### config.mk
export PLATFORM = sky130hd
export DESIGN_NAME = dds_spi_master
export DESIGN_NICKNAME = d
export VERILOG_FILES = /design/src/rtl/dds_spi_master.sv
export SDC_FILE = /design/constraint.sdc
export NUM_CORES = 1
export LEC_CHECK = 0
export CORE_MARGIN = 2
export CORE_UTILIZATION = 40
export DETAILED_ROUTE_END_ITERATION = 10
export HOLD_SLACK_MARGIN = 0.05
export PLACE_DENSITY_LB_ADDON = 0.3
export SLEW_MARGIN = 20
export SYNTH_ARGS = -nofsm -noshare
export SYNTH_HDL_FRONTEND = slang
export SYNTH_SLANG_ARGS = --single-unit
### constraint.sdc
create_clock -name sys_clk -period 1.9 [get_ports sys_clk]
set_input_delay 0.19 -clock sys_clk [delete_from_list [all_inputs] [get_ports sys_clk]]
set_output_delay 0.19 -clock sys_clk [all_outputs]
set_load 0.05 [all_outputs]
### src/rtl/dds_spi_master.sv
// Serial loader for the DDS core: takes a frequency or phase-shift word over a valid/ready port
// and shifts it out MSB first on spi_clk/spi_data, framed by freq_cs or phaseshift_cs.
module dds_spi_master #(
  parameter int ACC_LENGTH   = 16,
  parameter int PHASE_LENGTH = 8,
  parameter int CLK_DIV      = 4
) (
  input  logic                  sys_clk,
  input  logic                  reset,
  input  logic                  cmd_valid,
  input  logic                  cmd_sel,
  input  logic [ACC_LENGTH-1:0] cmd_data,
  output logic                  cmd_ready,
  output logic                  busy,
  output logic                  done,
  output logic                  spi_clk,
  output logic                  spi_data,
  output logic                  freq_cs,
  output logic                  phaseshift_cs,
  output logic [2:0]            dbg_state_o
);

  localparam int HW = $clog2(CLK_DIV + 1);
  localparam int BW = $clog2(ACC_LENGTH + 1);
  localparam logic [HW-1:0] H_LAST  = HW'(CLK_DIV - 1);
  localparam logic [BW-1:0] N_FREQ  = BW'(ACC_LENGTH);
  localparam logic [BW-1:0] N_PHASE = BW'(PHASE_LENGTH);

  // Handshake: a command transfers on the rising edge where cmd_valid && cmd_ready are both high;
  // cmd_ready is high only in IDLE, and cmd_valid seen in any other state is dropped, not queued.
  // RELEASE has no dwell: it is the LOW->GAP transition that drops CS and pulses done.
  typedef enum logic [2:0] {S_IDLE, S_SETUP, S_HIGH, S_LOW, S_GAP} state_t;

  state_t                state_q, state_d;
  logic [HW-1:0]         hcnt_q, hcnt_d;
  logic [BW-1:0]         bits_q, bits_d;
  logic [ACC_LENGTH-1:0] sreg_q, sreg_d;
  logic                  sclk_q, sclk_d;
  logic                  sdata_q, sdata_d;
  logic                  fcs_q, fcs_d;
  logic                  pcs_q, pcs_d;
  logic                  done_q, done_d;
  logic                  ready_q, ready_d;
  logic [ACC_LENGTH-1:0] load_word;
  logic                  hcnt_last;

  // Phase words are left-aligned so both word types shift out of the same MSB position.
  assign load_word = cmd_sel ? (ACC_LENGTH'(cmd_data[PHASE_LENGTH-1:0]) << (ACC_LENGTH - PHASE_LENGTH))
                             : cmd_data;
  assign hcnt_last = (hcnt_q == H_LAST);

  always_comb begin
    state_d = state_q;
    hcnt_d  = hcnt_q;
    bits_d  = bits_q;
    sreg_d  = sreg_q;
    sclk_d  = sclk_q;
    sdata_d = sdata_q;
    fcs_d   = fcs_q;
    pcs_d   = pcs_q;
    done_d  = 1'b0;
    if (state_q != S_IDLE) begin
      hcnt_d = hcnt_last ? '0 : hcnt_q + HW'(1);
    end
    case (state_q)
      S_IDLE: begin
        hcnt_d = '0;
        if (cmd_valid) begin
          state_d = S_SETUP;
          sreg_d  = load_word;
          sdata_d = load_word[ACC_LENGTH-1];
          sclk_d  = 1'b0;
          fcs_d   = ~cmd_sel;
          pcs_d   = cmd_sel;
          bits_d  = cmd_sel ? N_PHASE : N_FREQ;
        end
      end
      S_SETUP: begin
        if (hcnt_last) begin
          state_d = S_HIGH;
          sclk_d  = 1'b1;
        end
      end
      S_HIGH: begin
        if (hcnt_last) begin
          state_d = S_LOW;
          sclk_d  = 1'b0;
          bits_d  = bits_q - BW'(1);
          // bits_q counts the bit currently on the line; only shift if another one follows
          if (bits_q > BW'(1)) begin
            sreg_d  = sreg_q << 1;
            sdata_d = sreg_q[ACC_LENGTH-2];
          end
        end
      end
      S_LOW: begin
        if (hcnt_last) begin
          if (bits_q != '0) begin
            state_d = S_HIGH;
            sclk_d  = 1'b1;
          end else begin
            state_d = S_GAP;
            fcs_d   = 1'b0;
            pcs_d   = 1'b0;
            sdata_d = 1'b0;
            done_d  = 1'b1;
          end
        end
      end
      S_GAP: begin
        if (hcnt_last) state_d = S_IDLE;
      end
      default: state_d = S_IDLE;
    endcase
    ready_d = (state_d == S_IDLE);
  end

  always_ff @(posedge sys_clk) begin
    if (reset) begin
      state_q <= S_IDLE;
      hcnt_q  <= '0;
      bits_q  <= '0;
      sreg_q  <= '0;
      sclk_q  <= 1'b0;
      sdata_q <= 1'b0;
      fcs_q   <= 1'b0;
      pcs_q   <= 1'b0;
      done_q  <= 1'b0;
      ready_q <= 1'b1;
    end else begin
      state_q <= state_d;
      hcnt_q  <= hcnt_d;
      bits_q  <= bits_d;
      sreg_q  <= sreg_d;
      sclk_q  <= sclk_d;
      sdata_q <= sdata_d;
      fcs_q   <= fcs_d;
      pcs_q   <= pcs_d;
      done_q  <= done_d;
      ready_q <= ready_d;
    end
  end

  assign cmd_ready     = ready_q;
  assign busy          = ~ready_q;
  assign done          = done_q;
  assign spi_clk       = sclk_q;
  assign spi_data      = sdata_q;
  assign freq_cs       = fcs_q;
  assign phaseshift_cs = pcs_q;
  assign dbg_state_o   = state_q;

endmodule
After elaboration in Yosys (flattened, before gate mapping) --
Cells that the tools add are included.
Word-level totals: bits in latches 0, memories 0, output and inout port bits 10, ROM bits 0, RAM bits 0, register bits 32
Cells by class: equality and inequality tests 12, $mul 0, reductions and logical operators 15, bitwise logic cells 4, multiplexer cells 34, add/sub/neg operators 2, magnitude comparators 1, shifts and indexed selects 0, divide/modulo/power cells 0
Operators by type and width (count):
- $mux 15 | 3
- $pmux 15 s2 | 1
- $mux 3 | 7
- $mux 16 | 1
- $mux 5 | 3
- $pmux 3 s5 | 1
- $ne 2x2->1 const B | 7
- $mux 1 | 13
- $reduce_and 6->1 | 2
- $pmux 5 s2 | 1
- $eq 3x2->1 const B | 3
- $reduce_and 4->1 | 2
- $logic_not 3->1 | 2
- $reduce_bool 3->1 | 2
- $gt 5x1->1 const B | 1
- $reduce_bool 5->1 | 1
- $sub 5x1->5 const B | 1
- $not 1->1 | 4
- $pmux 1 s2 | 2
- $pmux 1 s4 | 1
- $reduce_bool 2->1 | 2
- $reduce_bool 4->1 | 1
- $add 3x1->3 const B | 1
- $eq 3x1->1 const B | 1
- 5 further kinds | 5

Longest topological paths before layout --
depth after elaboration 5, mapped depth 7, depth with buffers taken out 6

Worst setup path before layout --
No wires, ideal clock.
path kind reg2reg, from reg state_q[1] (netlist: dbg_state_o[1]), to reg bits_q[1], data required time 1.833 ns, period minus slack after synthesis 1.711 ns, cell stages (with the launch flop) 5, data arrival time 1.644 ns, slack 0.189 ns, path through dfxtp_1 > or3b_1 > buf_2 > or3_1 > a21oi_2
Between the ends: cells in the longest elaborated chain, start to end 3
Ends and longest elaborated chain:
- start, declared | line 34 | state_t state_q, state_d;
- start signal, assigned | line 131 | state_q <= state_d;
- $eq 3x2->1 or $logic_not 3->1 (tied branches) | line 65 | case (state_q)
- $ne 2x2->1 (no line) or $reduce_bool 2->1 (tied branches)
- $reduce_and 3->1 (no line)
- end signal, assigned | line 133 | bits_q <= bits_d;
- end, declared | line 36 | logic [BW-1:0] bits_q, bits_d;
Several ways; a longest one is shown, not always the timed one. A chain may end at the register's enable or synchronous reset.

Worst setup path after layout --
from reg state_q[1] (netlist: dbg_state_o[1]), to reg sreg_q[3]
Between the ends: cells in the longest elaborated chain, start to end 3
Ends and longest elaborated chain:
- $eq 3x2->1 or $logic_not 3->1 (tied branches) | line 65
- $ne 2x2->1 (no line) or $reduce_bool 2->1 (tied branches)
- $reduce_and 4->1 (no line)
- end signal, assigned | line 134 | sreg_q <= sreg_d;
- end, declared | line 37 | logic [ACC_LENGTH-1:0] sreg_q, sreg_d;
Several ways; a longest one is shown, not always the timed one.

==> impl_metrics.py <==
metrics = {
    "power_and_ir_drop": {
        "irDropWorstVdd_mv": 0.546,
        "power_density_nw_per_um2": 710,
        "p_int_mw": 1.13,
        "clkPwrFrac_pct": 34.4,
        "p_leak_nw": 0.808,
        "netSwitchingPower_mw": 0.384,
        "power_switching_share_pct": 25.3,
        "power.total_mw": 1.52,
        "comb_power_share_pct": 17.3,
        "pwr-share-seq_pct": 48.3,
    },
    "place": {
        "place_congestion": 0.832,
        "post-dp-hpwl_um": 2620,
        "placement.io_buffers": 29,
    },
    "setup_path": {
        "timing.critical_path.required_ns": 2.08,
        "element_type_at_the_critical_path_end": "flip-flop",
        "critPathMaxFanout": 13,
        "r2r_start": "dbg_state_o[1]",
        "r2r_slack_ns": 0.19,
        "crit_start": "dbg_state_o[1]",
        "criticalPathCategory": "reg -> reg",
        "worstSetupStartpointType": "flip-flop",
        "timing.critical_path.arrival_ns": 1.89,
    },
    "sta": {
        "fin_worst_skew_ns": 0.00482,
        "worstMarginPinSlew_ns": 0.500,
        "hold_viol": 0,
        "final_period_minus_worst_setup_slack_ns": 1.71,
        "total_count_of_max_transition_violations_in_the_final_report": 0,
        "setup-violations-final": 0,
        "max_slew_headroom_pct": 66.5,
        "grt_setup_unrepaired": "false",
        "layout_worst_path_cycle_share_pct": 89.8,
        "fin_tns_setup_ns": 0,
        "maxClockFrequency_ghz": 0.586,
    },
    "grt": {
        "global_route.overflow_total": 0,
        "via_count_of_the_first_global_routing_pass": 1373,
        "first_pass_grt_wire_length_um": 6410,
        "grtUsageTotal_pct": 18.1,
        "antenna_found_initial": 0,
        "maximum_number_of_pins_on_one_net_before_global_route_repair": 23,
    },
    "yosys": {
        "synth-async-reset-ratio_pct": 0,
        "synth.yosys.warnings": 0,
        "synth_cells": 191,
        "synth.ff_latch_count": 32,
        "syn_avg_cell_area_um2": 8.71,
        "mappedNetlistNets": 215,
        "ys.flop_type": "sky130_fd_sc_hd__dfxtp_1",
        "synth_enable_flop_cells": 0,
        "synth.distinct_cells": 42,
        "synthesis.area_um2": 1660,
        "sequential_area_share_after_synthesis_pct": 38.5,
    },
    "floorplanning": {
        "chipHeight_um": 68.5,
        "design.core.area_um2": 4000,
        "chipWidth_um": 68.5,
        "die_area_um2": 4690,
        "std_cell_rows": 23,
        "io_pins": 30,
        "floorplan.initialDensity_pct": 41.6,
    },
    "layout": {
        "nets_finish": 249,
        "num-fill-cells": 366,
        "layout.cells.most_common": "sky130_fd_sc_hd__dfxtp_1",
        "final_cell_mix": "32 x sky130_fd_sc_hd__dfxtp_1, 27 x sky130_fd_sc_hd__a21oi_1, 26 x sky130_fd_sc_hd__clkdlybuf4s50_1",
        "fin_util_pct": 53.5,
        "signed_area_change_from_the_synthesized_netlist_to_the_final_layout_pct": 28.6,
        "layout-drive-gt1-share_pct": 11.9,
        "diodes": 0,
    },
    "route": {
        "remaining_drc_errors": 0,
        "detail-route-antenna-nets": 0,
        "number_of_vias_in_the_routed_layout": 1525,
        "route.detailed.vias_per_inst": 5.53,
        "detailedRoute.firstPassIterationCount": 4,
        "finalWirelength_um": 3730,
        "routedWlPerCell_um": 13.5,
        "drt_first_iter_violations": 115,
    },
    "clocking": {
        "cts_tree": "built",
        "ctsResizeCount": 0,
        "post_cts.repair.setup_buffers": 0,
        "cts.clk_slew.worst_paths_ns": 0.06,
        "cts-buffers-inserted": 5,
        "clock_tree.htree_level_count": 2,
        "cts.path.max_buffers": 2,
        "insertion_delay_ns": 0.27,
        "hold_buffer_count_at_cts": 0,
        "ctsRootBufferMaster": "sky130_fd_sc_hd__clkbuf_8",
        "clock_sink_count": 32,
    },
    "outcome": {
        "outcome": "finished, final reports clean",
    },
    "worst_hold_path": {
        "min_path_type": "reg -> reg",
        "timing.hold.worst.start": "hcnt_q[0]",
    },
    "job": {
        "max_cap_violation_count": 0,
    },
}
[sequential cells by signal, indices dropped and copies added (netlist names)]
name / count
phaseshift_cs: 1
freq_cs: 1
spi_clk: 1
sreg_q: 15
dbg_state_o: 3
spi_data: 1
bits_q: 5
hcnt_q: 3
cmd_ready: 1
done: 1
[synth_stat cells (2+ instances only)]
cell                        instances  area share (%)
sky130_fd_sc_hd__mux2i_1            9             5.4
sky130_fd_sc_hd__nor3b_1            8             3.6
sky130_fd_sc_hd__o21ai_1            2            0.60
sky130_fd_sc_hd__buf_2              8             2.4
sky130_fd_sc_hd__ha_1               4             3.0
sky130_fd_sc_hd__nor2_1             7             1.6
sky130_fd_sc_hd__buf_6              2             1.4
sky130_fd_sc_hd__a21oi_1           27             8.1
sky130_fd_sc_hd__clkbuf_1           4            0.90
sky130_fd_sc_hd__nor2b_1            3             1.1
sky130_fd_sc_hd__a31oi_1            4             1.5
sky130_fd_sc_hd__nand3_1            3            0.90
sky130_fd_sc_hd__nor4_1             2            0.75
sky130_fd_sc_hd__inv_1              4            0.90
sky130_fd_sc_hd__nor3_1             8             2.4
sky130_fd_sc_hd__and3b_1            3             1.6
sky130_fd_sc_hd__nand2_1           10             2.3
sky130_fd_sc_hd__o21ai_0           11             3.3
sky130_fd_sc_hd__a211oi_1           9             4.1
sky130_fd_sc_hd__o2111ai_1          7             3.7
sky130_fd_sc_hd__dfxtp_1           32              39
sky130_fd_sc_hd__nand4_1            2            0.75
sky130_fd_sc_hd__nand2b_1           2            0.75
sky130_fd_sc_hd__o21bai_1           2            0.90
[per-stage QoR]
| step | hold slack [ns] | instance area, um^2 | setup slack (ns) | instances |
|---|---|---|---|---|
| finish | 0.429 | 2140 | 0.193 | 276 |
| global route | 0.471 | 2140 | 0.0559 | 276 |
| global placement | 0.419 | 2050 | 0.231 | 268 |
| CTS | 0.432 | 2140 | 0.221 | 276 |
| detailed placement | 0.416 | 2050 | 0.233 | 268 |
| floorplan | 0.282 | 1660 | 0.189 | 191 |
[metal layers]
layer / vias to the layer above / part of all wire (%) / GRT usage, %
met3: 2 / 3.5 / 3.95
met2: 30 / 45 / 26.0
met5: - / 0 / 0
met4: 0 / 0.51 / 4.50
li1: 780 / - / -
met1: 713 / 51 / 27.1
[critical path, stage by stage, from the launching register on]
cell                       delay, ns
sky130_fd_sc_hd__dfxtp_1        0.57
sky130_fd_sc_hd__nor3b_4        0.45
sky130_fd_sc_hd__buf_4          0.26
sky130_fd_sc_hd__a21oi_1        0.09
sky130_fd_sc_hd__a211oi_1       0.24
[power by group through the flow]
stage / sequential [mW] / clock, mW / combinational, mW
global placement: 0.747 / 0 / 0.262
floorplan: 0.763 / 0 / 0.135
finish: 0.733 / 0.521 / 0.263
detailed placement: 0.747 / 0 / 0.263
CTS: 0.733 / 0.537 / 0.265
global route: 0.738 / 0.574 / 0.287
[final timing paths]
check | endpoint | depth (start not counted)
min | hcnt_q[0] | 1
min reg2reg | hcnt_q[0] | 1
max | sreg_q[3] | 4
max reg2reg | sreg_q[3] | 4
[kinds of logic after synthesis]
family / Yosys count / share of synthesized area [%]
and+or+nand+nor: 59 / 22.0
muxes: 9 / 5.42
DFF: 32 / 38.5
buffers and inverters: 20 / 6.32
adders and majority gates: 4 / 3.01
xor gates and xnor gates: 1 / 0.527
AOI/OAI and AO/OA: 66 / 24.2
[cell type report]
cell class	count	area, um^2	share of cell area, %
sequential	32	641	30.0
clock buffer	8	90.1	4.21
inverter	4	15.0	0.702
tap	50	62.6	2.93
multi-input combinational	139	917	42.9
timing repair buffer	43	413	19.3
No activity file was read; power rests on OpenSTA's default activity.
